### src/rtl/spi_ram_master.sv
// SPI master for the SPI-slave/single-port-RAM wrapper: serialises 2-bit command +
// 8-bit payload frames on MOSI (clk is the bit clock) and collects the 8-bit MISO reply of cmd 11.
module spi_ram_master #(
    parameter int RD_LATENCY = 1,
    parameter int GAP_CYCLES = 1
) (
    input  logic       clk,
    input  logic       rst_n,
    input  logic       req_valid,
    output logic       req_ready,
    input  logic [1:0] req_cmd,
    input  logic [7:0] req_data,
    output logic       rsp_valid,
    output logic [7:0] rsp_data,
    output logic       busy,
    output logic       SS_n,
    output logic       MOSI,
    input  logic       MISO
);

    typedef enum logic [2:0] {
        ST_IDLE,
        ST_START,
        ST_SEL,
        ST_SHIFT,
        ST_WAIT,
        ST_RECV,
        ST_GUARD
    } state_t;

    localparam logic [3:0] WAIT_LAST = 4'(RD_LATENCY - 1);
    localparam logic [3:0] GAP_LAST  = 4'(GAP_CYCLES - 1);

    state_t      state_r;
    logic [9:0]  shift_r;
    logic [7:0]  rx_r;
    logic [3:0]  bit_cnt_r;
    logic [3:0]  cnt_r;
    logic        rd_frame_r;
    logic        ss_n_r;
    logic        mosi_r;
    logic        req_ready_r;
    logic        rsp_valid_r;
    logic [7:0]  rsp_data_r;
    logic        busy_r;

    // Frame sequencer; every output is registered alongside the state it belongs to.
    always_ff @(posedge clk or negedge rst_n) begin
        if (!rst_n) begin
            state_r     <= ST_IDLE;
            shift_r     <= 10'h000;
            rx_r        <= 8'h00;
            bit_cnt_r   <= 4'd0;
            cnt_r       <= 4'd0;
            rd_frame_r  <= 1'b0;
            ss_n_r      <= 1'b1;
            mosi_r      <= 1'b0;
            req_ready_r <= 1'b0;
            rsp_valid_r <= 1'b0;
            rsp_data_r  <= 8'h00;
            busy_r      <= 1'b0;
        end else begin
            rsp_valid_r <= 1'b0;
            case (state_r)
                ST_IDLE: begin
                    ss_n_r <= 1'b1;
                    mosi_r <= 1'b0;
                    if (req_valid && req_ready_r) begin
                        state_r     <= ST_START;
                        shift_r     <= {req_cmd, (req_cmd == 2'b11) ? 8'h00 : req_data};
                        rd_frame_r  <= (req_cmd == 2'b11);
                        rx_r        <= 8'h00;
                        req_ready_r <= 1'b0;
                        busy_r      <= 1'b1;
                        ss_n_r      <= 1'b0;
                    end else begin
                        req_ready_r <= 1'b1;
                        busy_r      <= 1'b0;
                    end
                end
                ST_START: begin
                    // Path-select bit is cmd[1], still sitting at the top of the shifter.
                    state_r <= ST_SEL;
                    mosi_r  <= shift_r[9];
                end
                ST_SEL: begin
                    state_r   <= ST_SHIFT;
                    mosi_r    <= shift_r[9];
                    shift_r   <= {shift_r[8:0], 1'b0};
                    bit_cnt_r <= 4'd0;
                end
                ST_SHIFT: begin
                    if (bit_cnt_r == 4'd9) begin
                        mosi_r    <= 1'b0;
                        bit_cnt_r <= 4'd0;
                        cnt_r     <= 4'd0;
                        if (!rd_frame_r) begin
                            state_r <= ST_GUARD;
                            ss_n_r  <= 1'b1;
                        end else if (RD_LATENCY == 0) begin
                            state_r <= ST_RECV;
                        end else begin
                            state_r <= ST_WAIT;
                        end
                    end else begin
                        mosi_r    <= shift_r[9];
                        shift_r   <= {shift_r[8:0], 1'b0};
                        bit_cnt_r <= bit_cnt_r + 4'd1;
                    end
                end
                ST_WAIT: begin
                    if (cnt_r == WAIT_LAST) begin
                        state_r   <= ST_RECV;
                        cnt_r     <= 4'd0;
                        bit_cnt_r <= 4'd0;
                    end else begin
                        cnt_r <= cnt_r + 4'd1;
                    end
                end
                ST_RECV: begin
                    rx_r <= {rx_r[6:0], MISO};
                    if (bit_cnt_r == 4'd7) begin
                        rsp_data_r  <= {rx_r[6:0], MISO};
                        rsp_valid_r <= 1'b1;
                        state_r     <= ST_GUARD;
                        ss_n_r      <= 1'b1;
                        bit_cnt_r   <= 4'd0;
                        cnt_r       <= 4'd0;
                    end else begin
                        bit_cnt_r <= bit_cnt_r + 4'd1;
                    end
                end
                ST_GUARD: begin
                    if (cnt_r == GAP_LAST) begin
                        state_r     <= ST_IDLE;
                        cnt_r       <= 4'd0;
                        busy_r      <= 1'b0;
                        req_ready_r <= 1'b1;
                    end else begin
                        cnt_r <= cnt_r + 4'd1;
                    end
                end
                default: begin
                    state_r     <= ST_IDLE;
                    ss_n_r      <= 1'b1;
                    mosi_r      <= 1'b0;
                    busy_r      <= 1'b0;
                    req_ready_r <= 1'b0;
                end
            endcase
        end
    end

    assign req_ready = req_ready_r;
    assign rsp_valid = rsp_valid_r;
    assign rsp_data  = rsp_data_r;
    assign busy      = busy_r;
    assign SS_n      = ss_n_r;
    assign MOSI      = mosi_r;

endmodule

### config.mk
export PLATFORM = sky130hd
export DESIGN_NAME = spi_ram_master
export DESIGN_NICKNAME = d
export VERILOG_FILES = /design/src/rtl/spi_ram_master.sv
export SDC_FILE = /design/constraint.sdc
export NUM_CORES = 1
export LEC_CHECK = 0
export CAP_MARGIN = 20
export CORE_AREA = 2 2 95 97
export DETAILED_ROUTE_END_ITERATION = 10
export DIE_AREA = 0 0 97 99
export GPL_TIMING_DRIVEN = 1
export PLACE_DENSITY = 0.48
export SLEW_MARGIN = 15
export SYNTH_ARGS = -nofsm -noshare
export SYNTH_HDL_FRONTEND = slang
export SYNTH_SLANG_ARGS = --single-unit
### constraint.sdc
create_clock -name clk -period 1.9 [get_ports clk]
set_input_delay 0.38 -clock clk [delete_from_list [all_inputs] [get_ports clk]]
set_output_delay 0.38 -clock clk [all_outputs]
set_load 0.01 [all_outputs]
After elaboration in Yosys (flattened, before gate mapping)
Cells that the tools add are included.
{"block": "classes", "n_addsub": 2, "n_eq_ne": 16, "mux": 35, "bitwise": 2, "reduce_logical": 21}
{"op": "$pmux 10 s3", "n": 1}
{"op": "$mux 4", "n": 6}
{"op": "$pmux 3 s7", "n": 1}
{"op": "$mux 10", "n": 2}
{"op": "$pmux 4 s4", "n": 1}
{"op": "$mux 3", "n": 5}
{"op": "$ne 2x2->1 const B", "n": 7}
{"op": "$pmux 7 s2", "n": 1}
{"op": "$pmux 4 s3", "n": 1}
{"op": "$mux 1", "n": 10}
{"op": "$reduce_and 2->1", "n": 5}
{"op": "$eq 3x3->1 const B", "n": 3}
{"op": "$pmux 1 s3", "n": 3}
{"op": "$add 4x1->4 const B", "n": 2}
{"op": "$mux 8", "n": 1}
{"op": "$mux 7", "n": 1}
{"op": "$eq 3x2->1 const B", "n": 2}
{"op": "$reduce_and 3->1", "n": 2}
{"op": "$reduce_bool 3->1", "n": 2}
{"op": "$reduce_and 5->1", "n": 1}
{"op": "$reduce_or 5->1", "n": 1}
{"op": "$eq 4x3->1 const B", "n": 1}
{"op": "$eq 4x4->1 const B", "n": 1}
{"op": "$logic_not 4->1", "n": 1}
{"op": "13 further kinds", "n": 15}
{"block": "totals", "regBits": 42, "inputBits": 14}

Depth between registers and ports, before layout
Gate-level depths: netlist of the first run.
{"block": "logic_depth", "word_depth": 4, "ltp_mapped": 7, "mapped_depth_nobuf": 6}

Worst setup path after synthesis of the first run
OpenSTA, ideal clock, no wires.
{"block": "synth_timing", "path_kind": "register to register", "startpoint": "register bit_cnt_r[1]", "endpoint": "register bit_cnt_r[2]", "setup_time_ns": 0.126, "t_arrival_ns": 1.430, "setup_slack_ns": 0.344, "stages_incl_launch_ff": 8, "cell_sequence": "dfrtp_1 -> inv_1 -> ha_1 -> and3b_1 -> buf_6 -> nor3_2 -> mux2_2 -> a221o_1"}
{"block": "synth_between", "elab_chain_cells": 3, "elab_cells_between_ends": 6, "cone_classes": "1 x add/sub; 2 x eq/ne; 3 x mux"}
{"item": "start, declared", "line_no": "37", "source": "logic [3:0] bit_cnt_r;"}
{"item": "start signal, assigned", "line_no": "108", "source": "bit_cnt_r <= bit_cnt_r + 4'd1;"}
{"item": "start signal, assigned", "line_no": "130", "source": "bit_cnt_r <= bit_cnt_r + 4'd1;"}
{"item": "$add 4x1->4 (tied with other cells)", "line_no": "108, 130"}
{"item": "$mux 4 (on tied branches)", "line_no": "122, 93"}
{"item": "$pmux 4 s4 (*)", "line_no": "64", "source": "case (state_r)"}
Mark *: on every way between the ends. The rest lies on a longest branch, timed or not.
A chain may end at the register's enable or synchronous reset.

Worst setup path in the final report of the first run
{"block": "layout_timing", "startpoint": "register ss_n_r (netlist: SS_n)", "endpoint": "output port SS_n"}
{"item": "start, declared", "line_no": "40", "source": "logic ss_n_r;"}
{"item": "start signal, assigned", "line_no": "56", "source": "ss_n_r <= 1'b1;"}
{"item": "start signal, assigned", "line_no": "66", "source": "ss_n_r <= 1'b1;"}
{"item": "start signal, assigned", "line_no": "75", "source": "ss_n_r <= 1'b0;"}
{"item": "end, declared", "line_no": "16", "source": "output logic SS_n,"}
No word-level cell between the ends.

==> results of run 1 <==
[state kept, by name, summed over array words and instances (netlist names), 3 cells and up]
signal	count
rx_r	7
cnt_r	4
bit_cnt_r	4
state_r	3
shift_r	10
rsp_data	8
[cell families (layout without fill, tap and decap cells)]
logic type | count (synthesis) | in the layout | synth area share
AOI/OAI and AO/OA | 62 | 62 | 0.215
and+or+nand+nor | 60 | 60 | 0.150
DFF | 42 | 42 | 0.504
buffers and inverters | 19 | 58 | 0.0485
muxes | 11 | 11 | 0.0587
adders and majority gates | 4 | 4 | 0.0240
[layer usage]
metal  GRT usage  vias to the layer above  routed length, µm
met5           0                        -                  0
met2       0.153                       36               1960
met4      0.0195                        0                 25
li1            -                      794                  -
met3      0.0255                        2                194
met1       0.142                      751               2410
[cell type report]
type	count	share of cell area
Multi-Input combinational cell	137	0.353
Inverter	9	0.0128
Clock buffer	6	0.0274
Clock inverter	2	0.0142
Tap cell	108	0.0511
Timing Repair Buffer	41	0.144
Sequential cell	42	0.398
[per-stage QoR]
| step | utilization | setup WS [ns] | cell area (µm²) |
|---|---|---|---|
| final | 0.309 | 0.141 | 2650 |
| after global routing | 0.309 | 0.0398 | 2650 |
| after CTS | 0.309 | 0.116 | 2650 |
| after detailed placement | 0.297 | 0.0764 | 2540 |
| after global placement | 0.297 | 0.0849 | 2540 |
| after floorplan | - | 0.344 | 2090 |
[power by group through the flow]
stage / logic, mW / registers [mW] / clock network [mW]
finish: 1.53 / 1.44 / 0.704
global route: 1.75 / 1.49 / 0.763
CTS: 1.55 / 1.44 / 0.732
detailed placement: 1.55 / 1.46 / 0
global placement: 1.53 / 1.46 / 0
floorplan: 1.15 / 1.37 / 0
[layout by cell type (no fill, tap or decap), drive strengths merged, types with 5 or more instances in the layout]
cell,netlist,final
a21oi,16,16
a22o,8,8
a22oi,7,7
a31oi,9,9
buf,8,16
clkbuf,2,6
clkdlybuf4s50,0,25
dfrtp,41,41
inv,9,9
mux2,10,10
nand2,15,15
nand3,6,6
nor2,17,17
nor3,5,5
o21ai,7,7
[synthesized netlist by cell type, drive strengths merged, types with 3 or more instances]
| master | count |
|---|---|
| dfrtp | 41 |
| nor2 | 17 |
| a21oi | 16 |
| nand2 | 15 |
| mux2 | 10 |
| a31oi | 9 |
| inv | 9 |
| a22o | 8 |
| buf | 8 |
| a22oi | 7 |
| o21ai | 7 |
| nand3 | 6 |
| nor3 | 5 |
| ha | 4 |
| nand2b | 4 |
| a211o | 3 |
| nand3b | 3 |
[path summary, 6_finish.rpt]
check                                startpoint                  endpoint  cells past startpoint
max in group asynchronous                 rst_n          SS_n$_DFFE_PN1P_                      2
setup reg to reg           cnt_r[0]$_DFFE_PN0P_  bit_cnt_r[0]$_DFFE_PN0P_                      6
min in group clk            rx_r[6]$_DFFE_PN0P_       rx_r[6]$_DFFE_PN0P_                      1
setup / recovery               SS_n$_DFFE_PN1P_                      SS_n                      1
hold reg to reg             rx_r[6]$_DFFE_PN0P_       rx_r[6]$_DFFE_PN0P_                      1
hold / removal                            rst_n    shift_r[9]$_DFFE_PN0P_                      1
==> results.cfg, run 1 <==
[outcome]
status = completed

[timing]
hold_violations = 0
worstMarginPinSlew_ns = 0.536
fmax_ghz = 0.568
finalSetupTns_ns = 0
fin_crit_ns = 1.76
slew_headroom = 0.643
finalCritPeriodShare = 0.926
whs_ns = 0.0620
finClkSkew_ns = 0.00366
drv_slew = 0
rsz0062_at_grt = false
setup-violations-final = 0

[synthesis]
synth_seq_cells = 42
syn-cell-area_um2 = 2090
synth-edff-count = 0
ys_seq_area_frac = 0.504
synth_cells = 198
netlist.area_leader.share = 0.491
yosysUniqueCellTypes = 44
synth_area_leader_cell = dfrtp_1
syn_nets = 216
synthTopCellsByArea = dfrtp_1 49%, mux2_2 5.4%, a21oi_1 3.8%
ys.flop_type = dfrtp_1
postSynthAreaPerCell_um2 = 10.5
yosysWarnings = 0
synth-async-reset-ratio = 1.00

[placed_design]
dp_hpwl_mm = 3.27
dp.cells = 337
place_congestion = 0.734
portBuffers = 26

[finish]
syn2layout_area_growth_pct = 26.7
fillers = 879
seq_area_um2 = 1050
layout-drive-gt1-share = 0.177
nets = 254
stdcell_count = 345
multi_input_area_um2 = 935
num_antenna_cells = 0

[power_and_ir_drop]
switching_share = 0.370
internal-power_mw = 2.32
power_leakage_nw = 1.15
pwr-share-clk = 0.191
ir_drop_mv = 0.494
p_seq_frac = 0.392
netSwitchingPower_mw = 1.36
power_density_nw_per_um2 = 1390
total_power_mw = 3.68
combPwrFrac = 0.416

[grt]
grt.overflow.total = 0
grt_pass1_vias = 1594
grt_max_degree = 23
antenna_found_initial = 0
grt_pass1_wl_mm = 7.94
grt_usage = 0.0994

[cts]
post_cts_buffers = 0
numClockSinks = 42
clkTransAtPathRegs_ns = 0.08
clock-root-buffer = clkbuf_8
cts.path.max_buffers = 2
postCtsResizedCells = 0
cts_tree = built
cts_made_buffers = 5
holdBufCountCts = 0
clock_latency_ns = 0.29
cts_max_level = 2

[worst_hold_path]
min_path_type = in -> async

[setup_path]
cp_num_buf_inv = 1
path_delay_family = buffers and inverters
crit_type = reg -> out
start_kind = flop
cp.arrival_ns = 1.38
max_stage_delay_ns = 0.55
r2r_slack_ns = 0.16
critPathMaxFanout = 2
crit_chain = clkdlybuf4s50_1
slowest_stage = clkdlybuf4s50_1
critPathCaptureType = output port
required_ns = 1.52

[route]
drtPass1Iterations = 4
vias_per_cell = 4.59
first_iter_violations = 77
antenna_left = 0
wl_mm = 4.60
via_count = 1583
drc_errors = 0
routedWlPerCell_um = 13.3

[die]
num_rows = 34
boundaryPins = 27
die_x_um = 97
die_h_um = 99
core_area_um2 = 8550
initial_core_util = 0.244
die_area_um2 = 9600

[flow_run]
drv_cap = 0
(Power assumes the default switching activity.)
==> run 2, diff against run 1 <==
clock period = 2.2 ns   (was 1.9 ns; I/O delays follow)
==> results.cfg, run 2 (synthesis gave the netlist of run 1 again) <==
[outcome]
status = completed

[cts]
holdBufCountCts = 0
cts.path.max_buffers = 2
clock-root-buffer = clkbuf_8
cts_max_level = 2
clkTransAtPathRegs_ns = 0.08
cts_tree = built
clock_latency_ns = 0.29
post_cts_buffers = 0
numClockSinks = 42
postCtsResizedCells = 0
cts_made_buffers = 5

[die]
initial_core_util = 0.244
boundaryPins = 27
core_area_um2 = 8550
die_h_um = 99
die_area_um2 = 9600
num_rows = 34
die_x_um = 97

[setup_path]
reg2reg_to = bit_cnt_r[0]$_DFFE_PN0P_
critPathCaptureType = output port
cp_num_buf_inv = 1
crit_type = reg -> out
critPathMaxFanout = 2
slowest_stage = clkdlybuf4s50_1
critPathLaunch = SS_n$_DFFE_PN1P_
r2r_start = cnt_r[0]$_DFFE_PN0P_
reg2reg_depth = 6
start_kind = flop
required_ns = 1.76
max_stage_delay_ns = 0.57
crit_chain = clkdlybuf4s50_1
cp.arrival_ns = 1.39
path_delay_family = buffers and inverters
r2r_slack_ns = 0.39

[finish]
syn2layout_area_growth_pct = 24.8
largest_reg_flops = 10
fillers = 892
mostFrequentLayoutCell = dfrtp_1
finalInstanceArea_um2 = 2610
nets = 250
layout_common_cells = 41 x dfrtp_1, 25 x clkdlybuf4s50_1, 16 x nor2_1, 16 x a21oi_1, 15 x nand2_1
regMostFlops = shift_r
layout-drive-gt1-share = 0.164
num_antenna_cells = 0

[route]
antenna_left = 0
wl_mm = 4.71
via_count = 1601
drtPass1Iterations = 4
first_iter_violations = 99
vias_per_cell = 4.71
routedWlPerCell_um = 13.8
drc_errors = 0

[placed_design]
portBuffers = 26
dp_hpwl_mm = 3.33
dpl-instance-area_um2 = 2490
place_congestion = 0.765

[power_and_ir_drop]
power_leakage_nw = 1.13
ir_drop_mv = 0.324
power_density_nw_per_um2 = 1210

[timing]
rsz0062_at_grt = false
finalSetupTns_ns = 0
fin_crit_ns = 1.83
hold_violations = 0
drv_slew = 0
finalCritPeriodShare = 0.833
fmax_ghz = 0.546
worstMarginPinSlew_ns = 0.436
slew_headroom = 0.709
finClkSkew_ns = 0.00531
setup-violations-final = 0

[grt]
grt_pass1_wl_mm = 8.10
antenna_found_initial = 0
grt_usage = 0.103
grt.overflow.total = 0
grt_pass1_vias = 1614
grt_max_degree = 20

[flow_run]
drv_cap = 0

[worst_hold_path]
min_path_type = in -> async
-- run 2: changes by cell type in the layout (fill, tap and decap cells not counted) --
cell        delta
buf_12         -1
buf_4          -3
clkbuf_1       -1
clkbuf_8       +1
clkinvlp_4     -1
-- run 2: per-layer routing --
layer	wire length [µm]	share of wire	up-vias	track usage
met5	0	0	-	0
met4	12	0.0026	0	0.0195
met3	230	0.049	2	0.0298
met2	2090	0.44	33	0.153
met1	2370	0.50	775	0.150
li1	-	-	791	-
-- run 2: worst max path at each step --
stage	cells after the start	slack, ns	to
6_report	1	0.37	SS_n
5_1_grt	6	0.24	bit_cnt_r[0]$_DFFE_PN0P_
4_1_cts	1	0.35	SS_n
3_5_place_dp	5	0.29	state_r[0]$_DFFE_PN0P_
3_3_place_gp	5	0.33	state_r[0]$_DFFE_PN0P_
2_1_floorplan	7	0.64	bit_cnt_r[2]$_DFFE_PN0P_
-- run 2: final cells by class --
| cell class | instances | area, µm² | area share |
|---|---|---|---|
| Tap cell | 108 | 135 | 0.0518 |
| Clock buffer | 6 | 82.6 | 0.0317 |
| Timing Repair Buffer | 37 | 338 | 0.130 |
| Inverter | 9 | 33.8 | 0.0130 |
| Sequential cell | 42 | 1050 | 0.404 |
| Clock inverter | 1 | 30.0 | 0.0115 |
| Multi-Input combinational cell | 137 | 935 | 0.359 |
-- run 2: stage by stage --
stage / setup slack [ns] / instances / utilization / hold slack (ns) / total power, mW
after floorplan: 0.644 / 198 / - / 0.144 / 2.17
after global placement: 0.330 / 333 / 0.292 / 0.397 / 2.52
after detailed placement: 0.292 / 333 / 0.292 / 0.399 / 2.55
after CTS: 0.347 / 340 / 0.305 / 0.0829 / 3.18
after global routing: 0.236 / 340 / 0.305 / 0.108 / 3.41
final: 0.367 / 340 / 0.305 / 0.0769 / 3.15
-- run 2: report_power, final --
part           leakage, nW  total [mW]  switching [mW]  internal [mW]
clock               0.0573       0.624           0.261          0.363
sequential           0.538        1.26           0.249           1.01
combinational        0.532        1.27           0.655          0.610
total                 1.13        3.15            1.16           1.98
